$ cat src/rtl/ex_muldiv_unit.sv
// ex_muldiv_unit: iterative RV32M multiply/divide unit for the execute stage.
// One radix-2 datapath is shared between multiply (shift-add) and divide
// (restoring shift-subtract). Operands are reduced to magnitudes on entry and
// signs are re-applied in the FIX state.
//
// Ports:
//   clk, reset              clock, synchronous active-high reset
//   start_i                 valid M-instruction in EX (sampled in IDLE only)
//   flush_i                 kill in-flight operation
//   funct3_i                M-extension operation select
//   rs1_data_i, rs2_data_i  forwarded operands
//   rd_i                    destination register
//   stall_o                 hold IF/ID/EX (combinational)
//   done_o                  result_o / rd_o valid this cycle
//   result_o, rd_o          registered result and destination
module ex_muldiv_unit #(
    parameter int unsigned XLEN = 32
) (
    input  logic            clk,
    input  logic            reset,
    input  logic            start_i,
    input  logic            flush_i,
    input  logic [2:0]      funct3_i,
    input  logic [XLEN-1:0] rs1_data_i,
    input  logic [XLEN-1:0] rs2_data_i,
    input  logic [4:0]      rd_i,
    output logic            stall_o,
    output logic            done_o,
    output logic [XLEN-1:0] result_o,
    output logic [4:0]      rd_o
);

    localparam int unsigned AW = 2 * XLEN;
    localparam int unsigned CW = $clog2(XLEN);

    typedef enum logic [1:0] {
        IDLE = 2'd0,
        CALC = 2'd1,
        FIX  = 2'd2,
        DONE = 2'd3
    } state_t;

    state_t            state_q, state_d;
    logic [CW-1:0]     cnt_q, cnt_d;
    logic [AW-1:0]     acc_q, acc_d;
    logic [XLEN-1:0]   a_q, a_d;
    logic [XLEN-1:0]   b_q, b_d;
    logic [2:0]        op_q, op_d;
    logic [4:0]        rd_q, rd_d;
    logic              neg_res_q, neg_res_d;
    logic              neg_rem_q, neg_rem_d;
    logic [XLEN-1:0]   result_q, result_d;
    logic [4:0]        rd_out_q, rd_out_d;
    logic              done_q, done_d;

    // Operand decode: which operands are signed for this funct3
    logic              signed_a, signed_b, a_neg, b_neg;
    logic [XLEN-1:0]   a_mag, b_mag;
    logic              is_div_i, div_by_zero, div_ovf;

    assign signed_a = (funct3_i == 3'b001) || (funct3_i == 3'b010) ||
                      (funct3_i == 3'b100) || (funct3_i == 3'b110);
    assign signed_b = (funct3_i == 3'b001) || (funct3_i == 3'b100) ||
                      (funct3_i == 3'b110);
    assign a_neg    = signed_a & rs1_data_i[XLEN-1];
    assign b_neg    = signed_b & rs2_data_i[XLEN-1];
    assign a_mag    = a_neg ? (~rs1_data_i + XLEN'(1)) : rs1_data_i;
    assign b_mag    = b_neg ? (~rs2_data_i + XLEN'(1)) : rs2_data_i;

    assign is_div_i    = funct3_i[2];
    assign div_by_zero = is_div_i && (rs2_data_i == '0);
    assign div_ovf     = is_div_i && !funct3_i[0] &&
                         (rs1_data_i == {1'b1, {(XLEN-1){1'b0}}}) &&
                         (rs2_data_i == '1);

    // Multiply step: conditional add into upper half, then shift right
    logic [XLEN:0]     mul_sum;
    assign mul_sum = {1'b0, acc_q[AW-1:XLEN]} + ({1'b0, b_q} & {(XLEN+1){a_q[0]}});

    // Divide step: remainder lives in the upper half, quotient bits enter the
    // lower half; the dividend is fed MSB-first from a_q
    logic [XLEN:0]     rem_sh, trial;
    logic              trial_ok;
    assign rem_sh   = {acc_q[AW-1:XLEN], a_q[XLEN-1]};
    assign trial    = rem_sh - {1'b0, b_q};
    // A set top bit means rem_sh already exceeds any 32-bit divisor
    assign trial_ok = rem_sh[XLEN] | ~trial[XLEN];

    // Sign fix-up and result select
    logic [AW-1:0]     prod_s;
    logic [XLEN-1:0]   quot_s, rem_s, fix_result;
    assign prod_s = neg_res_q ? (~acc_q + AW'(1)) : acc_q;
    assign quot_s = neg_res_q ? (~acc_q[XLEN-1:0] + XLEN'(1)) : acc_q[XLEN-1:0];
    assign rem_s  = neg_rem_q ? (~acc_q[AW-1:XLEN] + XLEN'(1)) : acc_q[AW-1:XLEN];

    always_comb begin
        fix_result = prod_s[XLEN-1:0];
        case (op_q)
            3'b000:                 fix_result = prod_s[XLEN-1:0];
            3'b001, 3'b010, 3'b011: fix_result = prod_s[AW-1:XLEN];
            3'b100, 3'b101:         fix_result = quot_s;
            default:                fix_result = rem_s;
        endcase
    end

    // State register
    always_ff @(posedge clk) begin
        if (reset) begin
            state_q   <= IDLE;
            cnt_q     <= '0;
            acc_q     <= '0;
            a_q       <= '0;
            b_q       <= '0;
            op_q      <= '0;
            rd_q      <= '0;
            neg_res_q <= 1'b0;
            neg_rem_q <= 1'b0;
            result_q  <= '0;
            rd_out_q  <= '0;
            done_q    <= 1'b0;
        end else begin
            state_q   <= state_d;
            cnt_q     <= cnt_d;
            acc_q     <= acc_d;
            a_q       <= a_d;
            b_q       <= b_d;
            op_q      <= op_d;
            rd_q      <= rd_d;
            neg_res_q <= neg_res_d;
            neg_rem_q <= neg_rem_d;
            result_q  <= result_d;
            rd_out_q  <= rd_out_d;
            done_q    <= done_d;
        end
    end

    // Next-state and datapath control
    always_comb begin
        state_d   = state_q;
        cnt_d     = cnt_q;
        acc_d     = acc_q;
        a_d       = a_q;
        b_d       = b_q;
        op_d      = op_q;
        rd_d      = rd_q;
        neg_res_d = neg_res_q;
        neg_rem_d = neg_rem_q;
        result_d  = result_q;
        rd_out_d  = rd_out_q;
        done_d    = 1'b0;

        case (state_q)
            IDLE: begin
                if (start_i && !flush_i) begin
                    op_d      = funct3_i;
                    rd_d      = rd_i;
                    a_d       = a_mag;
                    b_d       = b_mag;
                    neg_res_d = a_neg ^ b_neg;
                    neg_rem_d = a_neg;
                    acc_d     = '0;
                    cnt_d     = '0;
                    if (div_by_zero) begin
                        result_d = funct3_i[1] ? rs1_data_i : '1;
                        rd_out_d = rd_i;
                        done_d   = 1'b1;
                        state_d  = DONE;
                    end else if (div_ovf) begin
                        result_d = funct3_i[1] ? '0 : {1'b1, {(XLEN-1){1'b0}}};
                        rd_out_d = rd_i;
                        done_d   = 1'b1;
                        state_d  = DONE;
                    end else begin
                        state_d = CALC;
                    end
                end
            end
            CALC: begin
                if (flush_i) begin
                    state_d = IDLE;
                end else begin
                    if (op_q[2]) begin
                        acc_d = {(trial_ok ? trial[XLEN-1:0] : rem_sh[XLEN-1:0]),
                                 acc_q[XLEN-2:0], trial_ok};
                        a_d   = {a_q[XLEN-2:0], 1'b0};
                    end else begin
                        acc_d = {mul_sum, acc_q[XLEN-1:1]};
                        a_d   = {1'b0, a_q[XLEN-1:1]};
                    end
                    cnt_d = cnt_q + CW'(1);
                    if (cnt_q == CW'(XLEN - 1)) begin
                        cnt_d   = '0;
                        state_d = FIX;
                    end
                end
            end
            FIX: begin
                if (flush_i) begin
                    state_d = IDLE;
                end else begin
                    result_d = fix_result;
                    rd_out_d = rd_q;
                    done_d   = 1'b1;
                    state_d  = DONE;
                end
            end
            DONE: begin
                state_d = IDLE;
            end
            default: begin
                state_d = IDLE;
            end
        endcase
    end

    assign stall_o  = ((state_q == IDLE) && start_i && !flush_i) ||
                      (state_q == CALC) || (state_q == FIX);
    assign done_o   = done_q;
    assign result_o = result_q;
    assign rd_o     = rd_out_q;

endmodule
$ cat config.mk
export PLATFORM = sky130hd
export DESIGN_NAME = ex_muldiv_unit
export DESIGN_NICKNAME = d
export VERILOG_FILES = /design/src/rtl/ex_muldiv_unit.sv
export SDC_FILE = /design/constraint.sdc
export NUM_CORES = 1
export LEC_CHECK = 0
export BUFFER_PORTS_ARGS = -buffer_cell sky130_fd_sc_hd__clkbuf_2
export CAP_MARGIN = 10
export CORE_MARGIN = 5
export CORE_UTILIZATION = 59
export DETAILED_ROUTE_END_ITERATION = 6
export PLACE_DENSITY = 0.78
export SLEW_MARGIN = 0
export SYNTH_ARGS = -nofsm -noshare
export SYNTH_HDL_FRONTEND = slang
export SYNTH_SLANG_ARGS = --single-unit
export TNS_END_PERCENT = 100
$ cat constraint.sdc
create_clock -name clk -period 4.45 [get_ports clk]
set_input_delay 0.2225 -clock clk [delete_from_list [all_inputs] [get_ports clk]]
set_output_delay 0.2225 -clock clk [all_outputs]
set_load 0.01 [all_outputs]
==> impl_metrics.csv <==
group,metric,value,unit
die,core_area,26060,um2
critical_path,cp-startpoint,"a_q[0]",
global_routing,grt_pass1_wl,85750,um
critical_path,critical_path_class,"register to register",
yosys,synth_area_per_cell,7.229,um2
sta,setup_viol,0,
power,p_per_area,251.5,nW/um2
global_routing,grtUsageTotal,0.3437,
die,chipHeight,172.8,um
place,io_buffers,114,
yosys,ys.flop_type,"dfxtp_1",
finish,regArea,3669,um2
critical_path,regToRegSetupSlack,690,ps
die,ios,115,
drt,postRouteAntennaNets,0,
drt,vias,16860,
clock_network,h-tree-depth,4,
status,status,"finished clean",
global_routing,grt_pass1_vias,15550,
yosys,synth_area_leader_cell,"dfxtp_1",
clock_network,cts_tree,"done",
sta,finalHoldViolCount,0,
global_routing,overflow,0,
yosys,synth.top_cell.area_share,0.2344,
drt,firstDrtPassIters,6,
place,dp_hpwl,40180,um
clock_network,clk_pin_slew,90,ps
critical_path,reg2reg_from,"a_q[0]",
sta,fin_hold_ws,5.494,ps
sta,setup_ws,686.7,ps
yosys,synth_most_common_cell,"nor2_1",
power,leakagePower,6.856,nW
place,pre_cts_ws,828.6,ps
sta,rsz0062_at_grt,"false",
critical_path,reg2reg_depth,13,
clock_network,cts_made_buffers,17,
yosys,synth_top_family_by_area,"compound AO/OA/AOI/OAI gates",
yosys,synthAdderAreaFrac,0.05940,
sta,fin_crit,3763,ps
die,dieArea,29840,um2
sta,finalClockSkew,18.13,ps
yosys,yosys-top-cells-area,"dfxtp_1 (23%), a21oi_1 (7.0%), ha_1 (5.7%), nor2_1 (5.5%), xnor2_1 (5.1%)",
power,vdd_drop_max,0.0002850,V
sta,max_freq,0.2657,GHz
yosys,synth_compound_area_frac,0.2813,
critical_path,start_kind,"register",
place,place_congestion,0.9977,
sta,worst_slew_pin_slew,1186,ps
yosys,synthXorXnorAreaFrac,0.1009,
yosys,synth_seq_area_share,0.2344,
clock_network,cts_resized,0,
sta,tns,0,ps
clock_network,clk_latency,450,ps
yosys,synth-seq-cells,183,
yosys,synthTopCellsByCount,"nor2_1 (230), a21oi_1 (220), nand2_1 (209), dfxtp_1 (183), o21ai_0 (144)",
finish,nets,2330,
yosys,synthDistinctLibCells,79,
global_routing,antenna_found_initial,0,
critical_path,endpoint,"acc_q[61]",
drt,wl_per_cell,21.29,um
yosys,synthesis.area,15630,um2
critical_path,arrival,4070,ps
drt,drt_iter0_markers,1961,
global_routing,grt_max_degree,74,
sta,slew_headroom,0.2086,
yosys,synth_edf_count,0,
clock_network,cts_setup_buffers,0,
clock_network,ctsHoldBuffers,2,
critical_path,end_kind,"register",
critical_path,required,4760,ps
finish,multi_input_area,11100,um2
drt,via_per_inst,6.665,
hold_path,hold_class,"primary input to register",
yosys,netlist_instances,2162,
clock_network,root_buffer,"clkbuf_16",
sta,fin_crit_sh,0.8457,
critical_path,worstPathMaxFanout,15,
yosys,synth-simple-area-share,0.2210,
yosys,async_reset_ff_frac,0,
finish,nFillCells,2395,
yosys,syn_nets,2311,
clock_network,clockBufferDepth,2,
clock_network,cts_sinks,183,
drt,drt_wl_total,53830,um
sta,drv_slew,0,
finish,drive_above_1_share,0.1003,
finish,syn_to_final_growth,8.958,%
yosys,yosys_warnings,0,
drt,drc_errors,0,
die,die_w,172.8,um
critical_path,timing.rr.end,"acc_q[61]",
finish,n_antenna_cell,0,
die,start_util,0.5998,
yosys,synthMuxAreaShare,0.04491,
run,maxCapViolCount,0,
die,std_cell_rows,59,
## layout by cell type (no fill, tap or decap), types with 24 or more instances in the layout
cell / instances
o221ai_1: 24
dfxtp_1: 181
inv_1: 76
xnor2_1: 91
and2_1: 45
a31oi_1: 24
a211oi_1: 70
nor4_1: 25
a21o_1: 31
buf_4: 42
a21oi_1: 220
ha_1: 71
nor2_1: 227
nand2_1: 209
o21ai_0: 144
nand3_1: 26
nor3_1: 71
o31ai_1: 25
mux2i_1: 69
clkbuf_2: 113
xor2_1: 89
## worst min-delay path by stage
stage	startpoint	end	cells after the start
after CTS	rd_i[0]	rd_q[0]	3
final	rd_i[1]	rd_q[1]	3
after detailed placement	result_o[3]	result_o[3]	2
after global routing	rd_i[0]	rd_q[0]	3
after floorplan	rd_i[0]	rd_q[0]	2
after global placement	result_o[3]	result_o[3]	2
## power by group
group,switching [mW],internal [mW]
clock network,0.861,0.787
logic,0.561,0.315
registers,0.0730,1.69
## cell type report
class	count	share of cell area
repair buffers	158	0.05408
well taps	335	0.02461
clock buffers	17	0.02498
clock inverters	15	0.01249
multi-input cells	1745	0.6517
inverters	76	0.01675
flip-flops and latches	183	0.2154
## per-stage QoR
| stage | power [mW] | std cells | cell area (um2) | util |
|---|---|---|---|---|
| after detailed placement | 2.642 | 2495 | 16370 | 0.6282 |
| after global placement | 2.629 | 2495 | 16370 | 0.6282 |
| after global routing | 4.446 | 2529 | 17030 | 0.6535 |
| after CTS | 4.261 | 2529 | 17030 | 0.6535 |
| final | 4.283 | 2529 | 17030 | 0.6535 |
| after floorplan | 2.370 | 2162 | 15630 | - |
## flip-flops by register name, summed over array words and instances (netlist names)
name       cells
acc_q         64
rd_o           5
a_q           32
rd_q           5
b_q           32
cnt_q          5
done_o         1
neg_rem_q      1
state_q        2
neg_res_q      1
result_o      32
op_q           3
## logic make-up (layout without fill, tap and decap cells)
group,count (synthesis),in the layout
mux,70,70
xor+xnor,180,180
flops,183,183
compound gates,690,690
buf+inv,234,266
simple gates,732,732
fa+ha+maj,73,73
## per-layer routing
layer / global-route usage / share of wire / vias up
li1: - / - / 7864
met1: 0.4814 / 0.43 / 7901
met2: 0.5235 / 0.43 / 937
met3: 0.06703 / 0.099 / 153
met4: 0.1323 / 0.041 / 0
met5: 0 / 0 / -
## critical path, stage by stage, from the launching register on
cell	delay, ps
dfxtp_1	660
and2_1	200
ha_1	200
inv_1	70
fa_1	400
nand2b_1	180
a21oi_1	240
o41a_1	290
a21boi_0	200
o21ai_0	400
a31oi_1	250
o21bai_1	220
xnor2_1	160
o221ai_1	140
Note: power is estimated with default switching activity, not from simulation.
